`src/rtl/adc_strobe_gen_pkg.sv`:
```
// Shared types and default constants for the multi-channel ADC ready strobe generator.
// Build option: ADC_STROBE_SYNC_EN adds a two-flop synchroniser per ready line.
package adc_strobe_gen_pkg;

  typedef enum logic [1:0] {
    IDLE  = 2'd0,
    PULSE = 2'd1,
    HOLD  = 2'd2,
    STUCK = 2'd3
  } strobe_state_t;

  localparam int DEF_N_CH     = 2;
  localparam int DEF_CNT_W    = 8;
  localparam int DEF_MAX_HIGH = 64;

  // High counter must be able to hold MAX_HIGH itself.
  function automatic int hcnt_width(input int max_high);
    return $clog2(max_high + 1);
  endfunction

  localparam int DEF_HCNT_W = hcnt_width(DEF_MAX_HIGH);

endpackage

```
`src/rtl/adc_strobe_chan.sv`:
```
// One ready channel: optional synchroniser, sample flop, edge FSM, high and decimation counters.
// Build option: ADC_STROBE_SYNC_EN inserts a two-flop synchroniser ahead of the sample flop.
module adc_strobe_chan
  import adc_strobe_gen_pkg::*;
#(
  parameter int CNT_W    = DEF_CNT_W,
  parameter int MAX_HIGH = DEF_MAX_HIGH
) (
  input  logic             clk,
  input  logic             resetn,
  input  logic             enable,
  input  logic [CNT_W-1:0] decim_ratio,
  input  logic             err_clr,
  input  logic             adc_rdy,
  output logic             demod_rdy,
  output logic             stuck_err
);

  localparam int HCNT_W = hcnt_width(MAX_HIGH);
  localparam logic [HCNT_W-1:0] HCNT_MAX = HCNT_W'(MAX_HIGH);
  localparam logic [HCNT_W-1:0] HCNT_SAT = {HCNT_W{1'b1}};

  logic rdy_src;

`ifdef ADC_STROBE_SYNC_EN
  logic [1:0] sync_q;
  logic [1:0] sync_d;

  always_comb begin
    sync_d = {sync_q[0], adc_rdy};
  end

  always_ff @(posedge clk or negedge resetn) begin
    if (!resetn) begin
      sync_q <= 2'b00;
    end else begin
      sync_q <= sync_d;
    end
  end

  assign rdy_src = sync_q[1];
`else
  assign rdy_src = adc_rdy;
`endif

  strobe_state_t     state_q, state_d;
  logic              rdy_q, rdy_d;
  logic [HCNT_W-1:0] hcnt_q, hcnt_d;
  logic [CNT_W-1:0]  dcnt_q, dcnt_d;
  logic              strobe_q, strobe_d;
  logic              err_q, err_d;

  logic [HCNT_W-1:0] hcnt_inc;
  logic [CNT_W-1:0]  ratio_m1;
  logic              dec_hit;

  always_comb begin
    rdy_d    = rdy_src;
    state_d  = state_q;
    hcnt_d   = hcnt_q;
    dcnt_d   = dcnt_q;
    strobe_d = 1'b0;
    err_d    = err_q & ~err_clr;

    hcnt_inc = (hcnt_q == HCNT_SAT) ? hcnt_q : hcnt_q + HCNT_W'(1);
    // Ratios 0 and 1 both mean every edge; >= keeps a lowered ratio from locking up.
    ratio_m1 = (decim_ratio == '0) ? '0 : decim_ratio - CNT_W'(1);
    dec_hit  = (dcnt_q >= ratio_m1);

    case (state_q)
      IDLE: begin
        if (rdy_q) begin
          if (enable) begin
            state_d  = PULSE;
            hcnt_d   = '0;
            strobe_d = dec_hit;
            dcnt_d   = dec_hit ? '0 : dcnt_q + CNT_W'(1);
          end else begin
            state_d = HOLD;
            hcnt_d  = hcnt_inc;
          end
        end
      end
      PULSE: begin
        if (rdy_q) begin
          state_d = HOLD;
          hcnt_d  = hcnt_inc;
        end else begin
          state_d = IDLE;
          hcnt_d  = '0;
        end
      end
      HOLD: begin
        if (!rdy_q) begin
          state_d = IDLE;
          hcnt_d  = '0;
        end else begin
          hcnt_d = hcnt_inc;
          if (hcnt_inc >= HCNT_MAX) begin
            state_d = STUCK;
            err_d   = 1'b1;
          end
        end
      end
      STUCK: begin
        if (!rdy_q) begin
          state_d = IDLE;
          hcnt_d  = '0;
        end
      end
      default: begin
        state_d = IDLE;
        hcnt_d  = '0;
      end
    endcase

    if (!enable) begin
      dcnt_d = '0;
    end
  end

  always_ff @(posedge clk or negedge resetn) begin
    if (!resetn) begin
      rdy_q    <= 1'b0;
      state_q  <= IDLE;
      hcnt_q   <= '0;
      dcnt_q   <= '0;
      strobe_q <= 1'b0;
      err_q    <= 1'b0;
    end else begin
      rdy_q    <= rdy_d;
      state_q  <= state_d;
      hcnt_q   <= hcnt_d;
      dcnt_q   <= dcnt_d;
      strobe_q <= strobe_d;
      err_q    <= err_d;
    end
  end

  assign demod_rdy = strobe_q;
  assign stuck_err = err_q;

endmodule

```
`src/rtl/adc_strobe_gen.sv`:
```
// N_CH independent ADC ready edge detectors with shared decimation ratio, enable and error clear.
// Build option: ADC_STROBE_SYNC_EN (see adc_strobe_chan) synchronises each ready line.
module adc_strobe_gen
  import adc_strobe_gen_pkg::*;
#(
  parameter int N_CH     = DEF_N_CH,
  parameter int CNT_W    = DEF_CNT_W,
  parameter int MAX_HIGH = DEF_MAX_HIGH
) (
  input  logic             clk,
  input  logic             resetn,
  input  logic             enable,
  input  logic [CNT_W-1:0] decim_ratio,
  input  logic             err_clr,
  input  logic [N_CH-1:0]  adc_rdy,
  output logic [N_CH-1:0]  demod_rdy,
  output logic [N_CH-1:0]  stuck_err
);

  generate
    for (genvar gi = 0; gi < N_CH; gi++) begin : g_chan
      adc_strobe_chan #(
        .CNT_W    (CNT_W),
        .MAX_HIGH (MAX_HIGH)
      ) u_chan (
        .clk         (clk),
        .resetn      (resetn),
        .enable      (enable),
        .decim_ratio (decim_ratio),
        .err_clr     (err_clr),
        .adc_rdy     (adc_rdy[gi]),
        .demod_rdy   (demod_rdy[gi]),
        .stuck_err   (stuck_err[gi])
      );
    end
  endgenerate

endmodule
```
`config.mk`:
```
export PLATFORM = sky130hd
export DESIGN_NAME = adc_strobe_gen
export DESIGN_NICKNAME = d
export VERILOG_FILES = /design/src/rtl/adc_strobe_gen_pkg.sv /design/src/rtl/adc_strobe_chan.sv /design/src/rtl/adc_strobe_gen.sv
export SDC_FILE = /design/constraint.sdc
export NUM_CORES = 1
export LEC_CHECK = 0
export ABC_AREA = 1
export ABC_CLOCK_PERIOD_IN_PS = 2900
export CORE_MARGIN = 2
export CORE_UTILIZATION = 40
export CTS_CLUSTER_SIZE = 30
export DETAILED_ROUTE_END_ITERATION = 10
export PLACE_DENSITY = 0.63
export SLEW_MARGIN = 30
export SYNTH_ARGS = -nofsm -noshare
export SYNTH_HDL_FRONTEND = slang
export SYNTH_HIERARCHICAL = 1
export SYNTH_SLANG_ARGS = --single-unit
```
`constraint.sdc`:
```
create_clock -name clk -period 2.9 [get_ports clk]
set_input_delay 0.58 -clock clk [delete_from_list [all_inputs] [get_ports clk]]
set_output_delay 0.58 -clock clk [all_outputs]
set_load 0.005 [all_outputs]
```
; ---- Word-level counts from Yosys, hierarchy flattened
; Index checks and enable logic that the tools add are counted.
[op_classes]
n_shift = 0
multipliers = 0
div = 0
n_eq_ne = 18
reduce_logical = 11
mux = 46
bitwise_logic = 3
order_cmp = 4
add_sub_neg = 5
[ops]
columns = operator, n
row1 = 8-bit 2-to-1 mux, 9
row2 = 7-bit 2-to-1 mux, 10
row3 = 7-bit case mux with 3 select lines, 2
row4 = 2-bit 2-to-1 mux, 11
row5 = "8-bit by 1-bit adder with 8-bit output, second input constant", 2
row6 = 8-bit greater-or-equal comparator, 2
row7 = 2-bit case mux with 4 select lines, 2
row8 = "7-bit by 1-bit adder with 7-bit output, second input constant", 2
row9 = "7-bit equality test, second input constant", 2
row10 = "7-bit greater-or-equal comparator, second input constant", 2
row11 = 1-bit 2-to-1 mux, 12
row12 = "2-bit by 1-bit inequality test with 1-bit output, second input constant", 6
row13 = "2-bit equality test, second input constant", 4
row14 = 8-bit zero test, 1
row15 = 2-bit AND reduction, 4
row16 = "8-bit by 1-bit subtractor with 8-bit output, second input constant", 1
row17 = "3-bit inequality test, second input constant", 2
row18 = 3-bit AND reduction, 2
row19 = "2-bit by 1-bit equality test with 1-bit output, second input constant", 2
row20 = 2-bit zero test, 2
row21 = "2-bit inequality test, second input constant", 2
row22 = 2-bit OR reduction, 2
row23 = 1-bit bitwise AND, 2
row24 = 1-bit inverter, 1
[word_totals]
reg_bits = 40
romBits = 0
input_bits = 14
memories = 0
output_inout_bits = 4
word_cells = 99
ram_bits = 0
latch_bits = 0

; ---- Longest topological paths before layout
; Gate-level depths: netlist of the first run.
[depth]
word_depth = 7
depth_mapped = 17
mapped_depth_nobuf = 17

; ---- Hierarchy
; Netlist of the first run, hierarchy kept.
[by_module_without_submodules]
columns = mod, n_inst, area_per_inst_um2, cells_each, seq_area_each_um2
row1 = adc_strobe_chan (g_chan[0].u_chan), 1, 1606.5, 220, 500.5
row2 = adc_strobe_chan (g_chan[1].u_chan), 1, 1569.0, 224, 500.5

; ---- Worst setup path after synthesis of the first run
; OpenSTA, ideal clock, no wires.
[synth_timing]
path_type = input to register
startpoint = in decim_ratio[0]
endpoint = reg g_chan[0].u_chan.strobe_q
t_arrival_ns = 2.170
stages = 14
setup_slack_ns = 0.617
path_buffers = 0
cell_sequence = inv_1 -> ha_1 -> inv_1 -> nor2_2 -> nand2_1 -> nor3_4 -> nand3_2 -> nand3_1 -> ha_1 -> a21o_1 -> nor2_1 -> nand3_2 -> nand2_1 -> inv_1
[synth_via]
elab_chain_len = 6
word_cells_on_any_way = 7
[synth_rtl]
columns = item, line
row1 = "start, declared", adc_strobe_gen.sv:13  ; input logic [CNT_W-1:0] decim_ratio,
row2 = 8-bit by 1-bit subtractor with 8-bit output / 8-bit zero test (equally long branches), adc_strobe_chan.sv:67  ; ratio_m1 = (decim_ratio == '0) ? '0 : decim_ratio - CNT_W'(1);
row3 = 8-bit 2-to-1 mux *, adc_strobe_chan.sv:67
row4 = 8-bit greater-or-equal comparator *, adc_strobe_chan.sv:68  ; dec_hit = (dcnt_q >= ratio_m1);
row5 = 1-bit 2-to-1 mux *, adc_strobe_chan.sv:73  ; if (enable) begin
row6 = 1-bit 2-to-1 mux *, adc_strobe_chan.sv:72  ; if (rdy_q) begin
row7 = 1-bit 2-to-1 mux *, adc_strobe_chan.sv:70  ; case (state_q)
row8 = via g_chan[0].u_chan.strobe_d, adc_strobe_chan.sv:50  ; logic strobe_q, strobe_d;
row9 = "end signal, assigned", adc_strobe_chan.sv:135  ; strobe_q <= strobe_d;
row10 = "end, declared", adc_strobe_chan.sv:50
; The timed path passes the listed nets; every way through them passes the cells marked *.
; A chain may end at the register's enable or synchronous reset.

; ---- Final worst setup path of the first run
[layout_timing]
startpoint = in decim_ratio[2]
endpoint = reg g_chan[0].u_chan.dcnt_q[6]
[layout_via]
elab_chain_len = 7
word_cells_on_any_way = 8
[layout_rtl]
columns = item, line
row1 = 8-bit by 1-bit subtractor with 8-bit output / 8-bit zero test (equally long branches), adc_strobe_chan.sv:67
row2 = 8-bit 2-to-1 mux *, adc_strobe_chan.sv:67
row3 = 8-bit greater-or-equal comparator *, adc_strobe_chan.sv:68
row4 = 8-bit 2-to-1 mux *, adc_strobe_chan.sv:77  ; dcnt_d = dec_hit ? '0 : dcnt_q + CNT_W'(1);
row5 = 8-bit 2-to-1 mux *, adc_strobe_chan.sv:72
row6 = 8-bit 2-to-1 mux *, adc_strobe_chan.sv:70
row7 = 8-bit 2-to-1 mux *, adc_strobe_chan.sv:117  ; if (!enable) begin
row8 = "end signal, assigned", adc_strobe_chan.sv:134  ; dcnt_q <= dcnt_d;
row9 = "end, declared", adc_strobe_chan.sv:49  ; logic [CNT_W-1:0] dcnt_q, dcnt_d;
; Mark *: on every way between the ends. The rest lies on a longest branch, timed or not. The select of a mux whose other input is x is not followed.

==> results.md, run 1 <==
- First drt pass iteration count: 4
- Post-cts sizing count: 0
- Wirelength, routed: 6580 um
- Vias/cell: 4.97
- Slew of the pin with the lowest slew margin: approximately 0.52 ns
- Drc violations: 0
- Min-Delay Path Class: in -> async
- Seq/Total Area, Yosys: a little under a third
- CTS Root Cell: clkbuf_8
- Slowest CP cell: clkdlybuf4s50_1
- Sinks on Clock Net: 40
- Most common cell after layout, fill and taps aside: nand2_1
- CP Cell Sequence: clkdlybuf4s50_1, nor3_1, nand2_1, o21bai_1, nand3_2, ha_1, nand2_1, nor2_2, nand4_1, nand3_2, o21bai_1
- Max incr delay on CP: around 0.52 ns
- Final HPWL DP: about 5000 um
- Routability Congestion: 0.852
- Post-synth net total: ~490
- Synthesized cell area: 3180 um^2
- Kind of critical path: in -> reg
- Ant diodes: 0
- Post-synth top area share: 31.5%
- H-tree levels: 2
- Yosys warnings: 6
- Setup TNS: 0 ns
- CTS buffer count: 5
- Worst VDD drop: 0.363 mV
- IO Count: 18
- P_leak: about 1.9 nW
- Status: finished, final reports clean
- DIE AREA: approximately 8700 um^2
- CP arrival: between 2 and 3 ns
- Initial Util: a little over 40%
- Post-layout min period: ~2.6 ns
- Row cnt: 32
- Cts hold-fix bufs: 0
- Ranking of synthesized cells by area: dfrtp_1, nand2_1, ha_1
- Number of fill cells: about 800
- Drt initial violations: 179
- Buffers on Ports: 17
- Final setup viols: 0
- Cell variety after synth: 35
- Core box area: roughly 7700 um^2
- Die height: between 90 and 100 um
- Drt wl/cell: ~11 um
- Final Skew: 0.00355 ns
- Antenna violations before repair: 0
- RSZ-0062 raised after global routing: no
- Fin crit share: 89.1%
- DR vias: around 2,900
- Placed Cells: around 570
- CP required: just over 3 ns
- Non-Filler Instances: 576
- Fin. max-slew vios: 0
- Worst Setup End Kind: register
- CTS clk-pin slew, worst paths: roughly 0.070 ns
- Remaining Overflow, GRT: 0
- Final hold violations: 0
- Area leader, netlist: dfrtp_1
- Global-route wire length before repair: ~12,000 um
- P&R area growth vs syn: 14.9%
- Gr usage total: between 15 and 20%
- PwrDens: roughly 480 nW/um^2
- Post-CTS Setup Inserts: 0
- ANT nets after route: 0
- Die X: slightly above 90 um
- Synthesized flop and latch total: 40
- Pin count of the biggest net entering global routing: slightly above 40
- Clock buffer depth: 2
- F_max: roughly 390 MHz
- Post-synthesis cell count: roughly 440
- Syn avg cell area: slightly above 7 um^2
- Critical Path Fanout Max: 5
- Max-Cap Viols: 0
- Worst setup SP type: input pin
- TritonCTS clock tree: built
- Clock Latency Late Sink: about 0.28 ns
- Via count of the first global-routing pass: approximately 2,800
- Most frequent cells in the layout: nand2_1, inv_1, nor2_1
- Slew HR: between 60 and 70%
- Nets: 518
- Layout cells sized above 1: 10.5%
report_power, final:
| group | leakage [nW] | total (W) | internal (W) | switching (W) |
|---|---|---|---|---|
| logic | 1.33 | 0.000686 | 0.000257 | 0.000429 |
| clock network | 0.0410 | 0.000348 | 0.000164 | 0.000184 |
| registers | 0.541 | 0.000703 | 0.000633 | 0.0000706 |
final timing paths:
| kind | startpoint | end | slack [ns] | depth (start not counted) |
|---|---|---|---|---|
| hold reg to reg | g_chan[1].u_chan/hcnt_q[1] | g_chan[1].u_chan/hcnt_q[1] | 0.55 | 2 |
| min in group clk | g_chan[1].u_chan/hcnt_q[1] | g_chan[1].u_chan/hcnt_q[1] | 0.55 | 2 |
| setup / recovery | decim_ratio[2] | g_chan[0].u_chan/dcnt_q[6] | 0.32 | 11 |
| max in group asynchronous | resetn | g_chan[1].u_chan/state_q[0] | 2.27 | 1 |
| hold / removal | resetn | g_chan[0].u_chan/hcnt_q[5] | 0.27 | 1 |
| setup reg to reg | g_chan[0].u_chan/state_q[0] | g_chan[0].u_chan/hcnt_q[5] | 1.28 | 9 |
Yosys cell counts:
library cell,number
nand3_1,39
o21bai_1,17
nand4_1,12
or2_2,2
dfrtp_1,40
ha_1,30
a21oi_1,15
xor2_1,1
a31oi_1,3
clkinv_1,1
nor3_1,1
inv_2,4
o21ai_0,14
clkbuf_2,1
nor2_4,3
o31ai_1,1
o22ai_1,2
buf_6,2
nand2_4,1
o21ai_1,8
nor2_1,46
nand3_2,4
a21o_1,2
inv_1,71
or2_1,1
nand3b_1,7
nor3_4,1
nand2_1,103
a21boi_2,1
o21a_1,2
nand4_4,1
o21ai_2,2
nand2_2,3
nor2_2,2
a21boi_1,1
through the flow:
| step | hold WS (ns) | power [W] | setup slack [ns] | area (um^2) | utilization, % |
|---|---|---|---|---|---|
| 2_1_floorplan | 0.284 | 0.00122 | 0.617 | 3180 | - |
| 5_1_grt | 0.307 | 0.00191 | 0.108 | 3650 | 47.2 |
| 3_5_place_dp | 0.533 | 0.00140 | -0.130 | 3500 | 45.3 |
| 3_3_place_gp | 0.531 | 0.00137 | -0.0433 | 3500 | 45.3 |
| 6_report | 0.272 | 0.00174 | 0.316 | 3650 | 47.2 |
| 4_1_cts | 0.451 | 0.00176 | 0.160 | 3580 | 46.3 |
cells by family (layout without fill, tap and decap cells):
logic type / Yosys count / in the layout / share of synthesized area (%)
and+or+nand+nor: 226 / 227 / 33.4
buffers and inverters: 79 / 108 / 9.85
AOI/OAI and AO/OA: 68 / 68 / 13.2
DFF: 40 / 40 / 31.5
adders and majority gates: 30 / 30 / 11.8
xor gates and xnor gates: 1 / 1 / 0.276
worst max-delay path: cells and delay by family:
family,cells,cell delay [ns]
and+or+nand+nor,7,1.09
AOI/OAI and AO/OA,2,0.27
adders and majority gates,1,0.30
buffers and inverters,1,0.52
registers in the layout, summed over array words and instances, names as in the netlist:
| register | cells |
|---|---|
| g_chan.u_chan/demod_rdy | 2 |
| g_chan.u_chan/rdy_q | 2 |
| g_chan.u_chan/state_q | 4 |
| g_chan.u_chan/dcnt_q | 16 |
| g_chan.u_chan/hcnt_q | 14 |
| g_chan.u_chan/stuck_err | 2 |
area by class of cell:
type                       count  area [um^2]  area share, %
tap                          102          128           3.50
inverter                      76          285           7.82
clock inverter                 1         5.00          0.137
timing repair buffer          25          233           6.38
multi-input combinational    326         1920           52.7
sequential                    40         1000           27.4
clock buffer                   6         72.6           1.99
routing by layer:
layer / vias to the layer above / global-route usage (%) / share of wire [%]
met3: 2 / 2.34 / 2.4
met2: 28 / 28.8 / 48
met5: - / 0 / 0
met4: 0 / 4.53 / 0.53
li1: 1509 / - / -
met1: 1323 / 21.5 / 49
(Power assumes the default switching activity.)
==> run 2: changes to the inputs <==
--- a/config.mk
+++ b/config.mk
@@ -7,6 +7,7 @@
 export LEC_CHECK = 0
 export ABC_AREA = 1
 export ABC_CLOCK_PERIOD_IN_PS = 2900
+export CAP_MARGIN = 20
 export CORE_MARGIN = 2
 export CORE_UTILIZATION = 40
 export CTS_CLUSTER_SIZE = 30
==> results of run 2 <==
Final layout, timing and power as in run 1 (identical DEF).
